File: src/rtl/lcd_spi_tx.sv
// Byte-wide SPI transmitter for an LCD controller: small FIFO in front of a
// serializer that frames every byte with its own CS-low window and DC level.
module lcd_spi_tx #(
  parameter int HALF_PERIOD = 1,
  parameter int CS_GAP      = 2,
  parameter int FIFO_DEPTH  = 4
) (
  input  logic       CLK,
  input  logic       RESET,
  input  logic [7:0] IN_DATA,
  input  logic       IN_DC,
  input  logic       IN_VALID,
  output logic       IN_READY,
  output logic       BUSY,
  output logic       SCL,
  output logic       MOSI,
  output logic       DC,
  output logic       CS
);

  localparam int AW = $clog2(FIFO_DEPTH);
  localparam logic [7:0]    HP_LOAD    = 8'(HALF_PERIOD - 1);
  localparam logic [7:0]    GAP_LOAD   = 8'(CS_GAP - 1);
  localparam logic [AW-1:0] PTR_ONE    = AW'(1);
  localparam logic [AW:0]   CNT_ONE    = (AW + 1)'(1);
  localparam logic [AW:0]   CNT_FULL   = (AW + 1)'(FIFO_DEPTH);

  typedef enum logic [2:0] {IDLE, SETUP, LOW, HIGH, GAP} state_t;

  state_t        state, state_next;
  logic [8:0]    fifo_mem [FIFO_DEPTH];
  logic [AW-1:0] wr_ptr, rd_ptr;
  logic [AW:0]   count;
  logic [8:0]    head;
  logic          fifo_empty, fifo_full, push, pop, state_enter;
  logic [7:0]    cnt;
  logic [2:0]    bit_idx, idx_next;
  logic [7:0]    shreg;

  assign fifo_empty  = (count == '0);
  assign fifo_full   = (count == CNT_FULL);
  assign IN_READY    = !fifo_full && !RESET;
  assign push        = IN_VALID && IN_READY;
  assign head        = fifo_mem[rd_ptr];
  assign state_enter = (state_next != state);
  assign pop         = state_enter && (state_next == SETUP);
  assign BUSY        = !RESET && ((state != IDLE) || !fifo_empty);

  always_ff @(posedge CLK) begin
    if (push) fifo_mem[wr_ptr] <= {IN_DC, IN_DATA};
  end

  always_ff @(posedge CLK) begin
    if (RESET) begin
      wr_ptr <= '0;
      rd_ptr <= '0;
      count  <= '0;
    end else begin
      if (push) wr_ptr <= wr_ptr + PTR_ONE;
      if (pop)  rd_ptr <= rd_ptr + PTR_ONE;
      case ({push, pop})
        2'b10:   count <= count + CNT_ONE;
        2'b01:   count <= count - CNT_ONE;
        default: count <= count;
      endcase
    end
  end

  // The bit index steps down on the HIGH->LOW transition, so the LOW entry
  // edge must already present the next bit on MOSI.
  always_comb begin
    state_next = state;
    idx_next   = bit_idx;
    case (state)
      IDLE:  if (!fifo_empty) state_next = SETUP;
      SETUP: if (cnt == 8'd0) state_next = LOW;
      LOW:   if (cnt == 8'd0) state_next = HIGH;
      HIGH: begin
        if (cnt == 8'd0) begin
          if (bit_idx == 3'd0) begin
            state_next = GAP;
          end else begin
            state_next = LOW;
            idx_next   = bit_idx - 3'd1;
          end
        end
      end
      GAP:     if (cnt == 8'd0) state_next = fifo_empty ? IDLE : SETUP;
      default: state_next = IDLE;
    endcase
  end

  always_ff @(posedge CLK) begin
    if (RESET) begin
      state   <= IDLE;
      cnt     <= 8'd0;
      bit_idx <= 3'd0;
      shreg   <= 8'd0;
      SCL     <= 1'b1;
      CS      <= 1'b1;
      MOSI    <= 1'b1;
      DC      <= 1'b1;
    end else begin
      state <= state_next;
      if (state_enter) begin
        cnt <= (state_next == GAP) ? GAP_LOAD : HP_LOAD;
      end else if (cnt != 8'd0) begin
        cnt <= cnt - 8'd1;
      end
      if (state_enter) begin
        case (state_next)
          SETUP: begin
            CS      <= 1'b0;
            DC      <= head[8];
            MOSI    <= head[7];
            shreg   <= head[7:0];
            bit_idx <= 3'd7;
          end
          LOW: begin
            SCL     <= 1'b0;
            MOSI    <= shreg[idx_next];
            bit_idx <= idx_next;
          end
          HIGH: SCL <= 1'b1;
          GAP: begin
            CS  <= 1'b1;
            SCL <= 1'b1;
          end
          default: begin
            SCL <= 1'b1;
            CS  <= 1'b1;
          end
        endcase
      end
    end
  end

endmodule
File: config.mk
export PLATFORM = sky130hd
export DESIGN_NAME = lcd_spi_tx
export DESIGN_NICKNAME = d
export VERILOG_FILES = /design/src/rtl/lcd_spi_tx.sv
export SDC_FILE = /design/constraint.sdc
export NUM_CORES = 1
export LEC_CHECK = 0
export ABC_AREA = 1
export CAP_MARGIN = 0
export CORE_MARGIN = 3
export CORE_UTILIZATION = 50
export CTS_CLUSTER_DIAMETER = 60
export CTS_CLUSTER_SIZE = 24
export DETAILED_ROUTE_END_ITERATION = 12
export PLACE_DENSITY = 0.69
export SLEW_MARGIN = 10
export SYNTH_ARGS = -nofsm -noshare
export SYNTH_HDL_FRONTEND = slang
export SYNTH_SLANG_ARGS = --single-unit
File: constraint.sdc
create_clock -name CLK -period 6.5 [get_ports CLK]
set_input_delay 1.3 -clock CLK [delete_from_list [all_inputs] [get_ports CLK]]
set_output_delay 1.3 -clock CLK [all_outputs]
set_load 0.05 [all_outputs]
## Word level (Yosys, flattened, before mapping)

Memories as Yosys holds them, arrays and structs flattened. A register that Yosys moved wholly into a read port is not among the register bits.
Index checks and enable logic that the tools add are counted.

- Bits in registers: 33
- Bits in writable memories: 36
- Input port bits: 12
- Output and inout port bits: 6
- Logic and storage cells: 80
- Memories kept: 1

- Add/sub/neg operators: 6
- $lt $le $gt $ge: 1
- Equality and inequality tests: 12
- Muxes and demuxes: 25
- Bitwise gates (word level): 2
- Reduce and logical (&&, ||, !) cells: 22

Memory list:

| memory | depth | width | read ports | clocked after memory_dff | wr ports | RTL line | text |
|---|---|---|---|---|---|---|---|
| fifo_mem | 4 | 9 | 1 | 1 | 1 | 31 | `logic [8:0] fifo_mem [FIFO_DEPTH];` |

Operator list:

| operator | count |
|---|---|
| $mux W3 | 9 |
| $mux W8 | 2 |
| $pmux W3 S5 | 1 |
| $eq A3 B2 Y1 const B | 4 |
| $pmux W3 S2 | 2 |
| $eq A3 B3 Y1 const B | 3 |
| $logic_not A3 Y1 | 3 |
| $logic_not A8 Y1 | 1 |
| $reduce_and A2 Y1 | 4 |
| $reduce_bool A8 Y1 | 1 |
| $sub A8 B1 Y8 const B | 1 |
| $eq A3 B1 Y1 const B | 2 |
| $pmux W1 S2 | 3 |
| $reduce_bool A2 Y1 | 3 |
| $sub A3 B1 Y3 const B | 2 |
| $mux W1 | 5 |
| $add A2 B1 Y2 const B | 2 |
| $logic_and A1 B1 Y1 | 4 |
| $lt A3 B4 Y1 const B | 1 |
| $mux W2 | 2 |
| $add A3 B1 Y3 const B | 1 |
| $bmux W1 S3 | 1 |
| $logic_not A1 Y1 | 3 |
| $ne A3 B3 Y1 | 1 |
| other kinds (6) | 7 |

## Logic depth before layout (Yosys ltp)

- Depth after elaboration: 8
- Gate-level depth with buffers: 19
- Mapped depth without buffers: 19

## Worst setup path before layout

No wires, ideal clock.

- Path kind: in2reg
- Start: input RESET
- End: register count[2]
- Library setup time: 122 ps
- Data arrival time: 3831 ps
- Required time: 6378 ps
- Path slack: 2546 ps
- Cell stages on the path: 9
- Path buffers: 1
- Cells stage by stage: clkbuf_1 a31oi_1 nand2_1 ha_1 fa_1 a21oi_1 o21ai_0 o21ai_0 a21oi_1

- Word-level cells in the longest chain between the ends: 5
- Elaborated cells on any way between the ends: 7
- Classes of those cells: 2 x eq/ne; 1 x mux; 4 x reduce/logical

RTL lines:

| what | RTL line | text |
|---|---|---|
| from (decl) | 9 | `input logic RESET,` |
| $logic_not A1 Y1 (*) | 42 | `assign IN_READY = !fifo_full && !RESET;` |
| $logic_and A1 B1 Y1 (*) | 42 |  |
| named net IN_READY | 13 | `output logic IN_READY,` |
| $logic_and A1 B1 Y1 (*) | 43 | `assign push = IN_VALID && IN_READY;` |
| $eq A2 B1 Y1 or $eq A2 B2 Y1 (tied branches) | 61 | `case ({push, pop})` |
| $pmux W3 S2 or $reduce_bool A2 Y1 (tied branches) | n/a |  |
| to (signal assigned) | 62 | `2'b10: count <= count + CNT_ONE;` |
| to (signal assigned) | 63 | `2'b01: count <= count - CNT_ONE;` |
| to (signal assigned) | 64 | `default: count <= count;` |
| to (decl) | 33 | `logic [AW:0] count;` |

Mark *: on every way through the listed nets, which the timed path passes. The rest lies on a longest branch.
A chain may end at the register's enable or synchronous reset.

## Worst setup path after layout

- Start: input RESET
- End: output IN_READY

- Word-level cells in the longest chain between the ends: 2

RTL lines:

| what | RTL line |
|---|---|
| $logic_not A1 Y1 | 42 |
| $logic_and A1 B1 Y1 | 42 |
| to (decl) | 13 |

No other way between the ends.

==> run summary <==
The run gives 2272 as the via count of the first global-routing pass. The number of different library cells used by synthesis comes to 35. The top cell types in the final layout, fill and taps aside, are sky130_fd_sc_hd__nor2_1 (57), sky130_fd_sc_hd__nand2_1 (44), sky130_fd_sc_hd__inv_1 (38).

The cell count of the worst hold path came out at 2. The TritonCTS sink count is 71. Placement row count: 28. The leakage power figure was 1.484 nW. The first-pass GRT wire length came out at 10090 um.

The die covers 0.007548 mm^2. The logs give 0.003271 mm^2 for the netlist area before placement and 0.006362 ns for the worst clock skew. The die boundary height is 86.88 um, and the total number of vias is 2332. The number of synthesized register bits is 71, and the post-synthesis sequential area ratio is 54.48%.

Dividing total power by cell area gives a power density of 458.4 mW/mm^2. The setup slack of the most critical reg-to-reg path is 3.30 ns. The register cell area after layout is 0.001782 mm^2.

The run finished with clean final reports. I/O pin total: 18. The average instance in the mapped netlist occupies 9.292 um^2. The worst pin sits at a relative slew slack of 42.58%. The worst hold path terminates at CS$_SDFFE_PP1P_. The critical path contains buffers and inverters numbering 2 combined.

Clock latency on the worst-skew pair, taken at its later pin, is 0.35 ns. The start of the worst register-to-register path was cnt[0]$_SDFFE_PP0P_. The multi-input combinational cells in the finished layout cover a total of 0.001259 mm^2.

After clock tree synthesis, the clock-pin slew on the worst setup and hold paths is 0.07 ns. The most common cell after layout, fill and taps aside was sky130_fd_sc_hd__nor2_1. For the initial DRC count, the log shows 106.

TritonCTS built the clock tree. STA classifies the critical path startpoint as an input port. The count of antenna-violating nets left after detailed routing was 0.

Summed over all layers, the global routing overflow is 0. The number of setup buffers added after CTS was 0. The endpoint identified for the worst register-to-register timing path is count[2]$_SDFFE_PP0P_. For the worst flop-to-flop path, the logic depth is 17. At the end of routability-driven placement, the weighted congestion stood at 0.7856. The first detailed-routing pass took 4 iterations. Post-route setup TNS: 0 ns. The number of resized instances in the post-cts repair step is 0. After detailed routing, the number of vias per cell comes to 5.171. For the starting density of the core, the log shows 53.35%. Synthesis handed over a netlist of 352 instances. The transition time at the pin with the least slew margin is 0.8581 ns. Overall power consumption after layout is estimated at 1.690 mW. The synthesis-to-layout area growth came out at 12.70%. Traced cell by cell, the critical path runs through clkdlybuf4s50_1 -> a31oi_1 -> clkdlybuf4s50_1.

The wire length per cell was 12.98 um. The repair_antennas step left the layout with diodes totalling 0. The logs give 2.97 ns for the worst endpoint data arrival time and 23 for the largest net degree at the start of global routing. The cell that appears most often on the critical path is sky130_fd_sc_hd__clkdlybuf4s50_1. Counting every net in the synthesized netlist gives 374. The max-capacitance violation count is 0, and the maximum single-stage delay on the critical path is 0.83 ns. The path type of the worst min-delay path is flip-flop to flip-flop.

For this run, the post-layout net count is 393. For the finished layout, the period the worst path requires is 4.271 ns. The startpoint identified for the worst hold timing path is CS$_SDFFE_PP1P_. The overall die width was 86.88 um. Setup repair after global routing left no endpoint under its margin. For the fmax, the log shows 234.2 MHz. Data on the critical path is required at its endpoint by 5.20 ns. The top cell family by delay on the critical path was buffers and inverters.

Along the worst path, the maximum fanout reaches 9. The layout cell share with drive strength beyond 1 is 13.03%, and the maximum resistive drop on vdd is 0.2892 mV. In this run the standard cell core region covers 0.006131 mm^2. The tools report the cell at the root of the clock tree as sky130_fd_sc_hd__clkbuf_8.

For the filler cell count, the log shows 512. The run gives 0 as the final max-slew violation count. The worst setup path is captured at an output pin. Setup violations remaining at the end of the flow were counted as 0. The clock passes through at most 2 buffers. For this run, design rule violations remaining after detail routing come to 0. Number of buffer cells added on primary ports: 17.

Yosys printed 0 warnings. The final cycle utilization of the critical path is 65.70%, and the H-tree depth is 3. The category of the critical setup timing path was input port to output pin. The tools report the number of buffers inserted during clock tree synthesis as 9. For this design, the slowest cell found on the critical path is sky130_fd_sc_hd__clkdlybuf4s50_1. The overall routed net length was 5852 um.

In this run, post-CTS hold repair placed 0 buffers. Number of antenna violations at the first check in global routing: 0. The final-report hold violation count was 0; the detailed placer's ending HPWL was 4051 um. Across every metal layer, demand over resource in global routing totals 17.36%.
[routing by layer]
metal | vias to the layer above | track usage, % | wire [um]
li1 | 1208 | - | -
met2 | 36 | 28.85 | 2817
met3 | 14 | 4.257 | 203
met5 | - | 0 | 0
met4 | 0 | 8.924 | 127
met1 | 1074 | 20.78 | 2704
[flip-flops by register name (all words and copies together) (netlist names), named ones only]
name,flops
bit_idx,3
cnt,8
fifo_mem,36
wr_ptr,2
SCL,1
MOSI,1
CS,1
DC,1
shreg,8
rd_ptr,2
state,3
count,3
[worst register-to-register path, stage by stage (launching register included)]
cell	delay (ns)
sky130_fd_sc_hd__dfxtp_1	0.30
sky130_fd_sc_hd__inv_1	0.13
sky130_fd_sc_hd__ha_1	0.17
sky130_fd_sc_hd__nand2_1	0.12
sky130_fd_sc_hd__nor2_8	0.26
sky130_fd_sc_hd__nor2_2	0.07
sky130_fd_sc_hd__nor2_2	0.09
sky130_fd_sc_hd__nand2_2	0.08
sky130_fd_sc_hd__o21bai_2	0.15
sky130_fd_sc_hd__nand2_2	0.22
sky130_fd_sc_hd__nand2_4	0.23
sky130_fd_sc_hd__inv_2	0.13
sky130_fd_sc_hd__ha_1	0.24
sky130_fd_sc_hd__fa_1	0.38
sky130_fd_sc_hd__a21oi_1	0.13
sky130_fd_sc_hd__o21ai_0	0.12
sky130_fd_sc_hd__o21ai_0	0.22
sky130_fd_sc_hd__a21oi_1	0.06
[power by group]
| group | total (mW) | internal [mW] | leakage [nW] | switching (mW) |
|---|---|---|---|---|
| clock network | 0.393 | 0.216 | 0.105 | 0.177 |
| logic | 0.708 | 0.234 | 0.764 | 0.474 |
| registers | 0.588 | 0.541 | 0.614 | 0.0470 |
| total | 1.69 | 0.991 | 1.48 | 0.698 |
[cell usage after synthesis]
master                      instances  area share [%]
sky130_fd_sc_hd__nor2_8             1            0.61
sky130_fd_sc_hd__nand3b_1           4            0.92
sky130_fd_sc_hd__nand3_2            2            0.61
sky130_fd_sc_hd__dfxtp_1           35              21
sky130_fd_sc_hd__nor2_2             8             1.5
sky130_fd_sc_hd__o21bai_2           1            0.34
sky130_fd_sc_hd__o2111ai_1          1            0.27
sky130_fd_sc_hd__nand3_1           25             3.8
sky130_fd_sc_hd__nand2_1           44             5.0
sky130_fd_sc_hd__o21ai_1            3            0.46
sky130_fd_sc_hd__buf_6              2            0.69
sky130_fd_sc_hd__o22ai_1            9             1.7
sky130_fd_sc_hd__edfxtp_1          36              33
sky130_fd_sc_hd__ha_1               9             3.4
sky130_fd_sc_hd__a21oi_1            8             1.2
sky130_fd_sc_hd__inv_2              3            0.34
sky130_fd_sc_hd__a31oi_1            2            0.38
sky130_fd_sc_hd__o21ai_2            4             1.1
sky130_fd_sc_hd__nand2_4            1            0.34
sky130_fd_sc_hd__xor2_1             7             1.9
sky130_fd_sc_hd__nor4_2             1            0.38
sky130_fd_sc_hd__o21ai_0           27             4.1
sky130_fd_sc_hd__clkbuf_1           4            0.46
sky130_fd_sc_hd__buf_12             1            0.61
sky130_fd_sc_hd__buf_2              1            0.15
sky130_fd_sc_hd__inv_4              1            0.19
sky130_fd_sc_hd__nand2_2            8             1.5
sky130_fd_sc_hd__nor2_1            57             6.5
sky130_fd_sc_hd__inv_1             38             4.4
sky130_fd_sc_hd__fa_1               1            0.61
sky130_fd_sc_hd__nor3_1             1            0.15
sky130_fd_sc_hd__a21oi_2            3            0.80
sky130_fd_sc_hd__clkbuf_4           1            0.23
sky130_fd_sc_hd__a211oi_1           2            0.46
sky130_fd_sc_hd__nor4_1             1            0.19
[cell families after synthesis]
group | after synthesis | share of synthesized area [%]
adders and majority gates | 10 | 4.055
AOI/OAI and AO/OA | 60 | 10.86
xor gates and xnor gates | 7 | 1.875
buffers and inverters | 51 | 7.039
DFF | 71 | 54.48
and+or+nand+nor | 153 | 21.69
[through the flow]
step,cell area [um^2],cells,util (%),worst slack [ns],hold WS (ns)
global route,3686,451,60.12,2.155,0.4940
CTS,3686,451,60.12,2.220,0.4716
global placement,3465,435,56.51,2.230,0.4499
floorplan,3271,352,-,2.547,0.4537
detailed placement,3465,435,56.51,2.217,0.4519
finish,3686,451,60.12,2.229,0.4680
[how the worst max path moves through the flow]
| stage | endpoint | from | slack, ns | depth (start not counted) |
|---|---|---|---|---|
| finish | IN_READY | RESET | 2.23 | 3 |
| global route | IN_READY | RESET | 2.15 | 3 |
| CTS | IN_READY | RESET | 2.22 | 3 |
| detailed placement | IN_READY | RESET | 2.22 | 3 |
| global placement | IN_READY | RESET | 2.23 | 3 |
| floorplan | count[2]$_SDFFE_PP0P_ | RESET | 2.55 | 9 |
[cell type report]
cell class	instances	area share, %
clock inverter	7	2.648
clock buffer	9	3.360
tap	75	2.546
sequential	71	48.34
timing repair buffer	17	4.616
inverter	42	4.345
multi-input combinational	230	34.15
No activity file was read; power rests on OpenSTA's default activity.
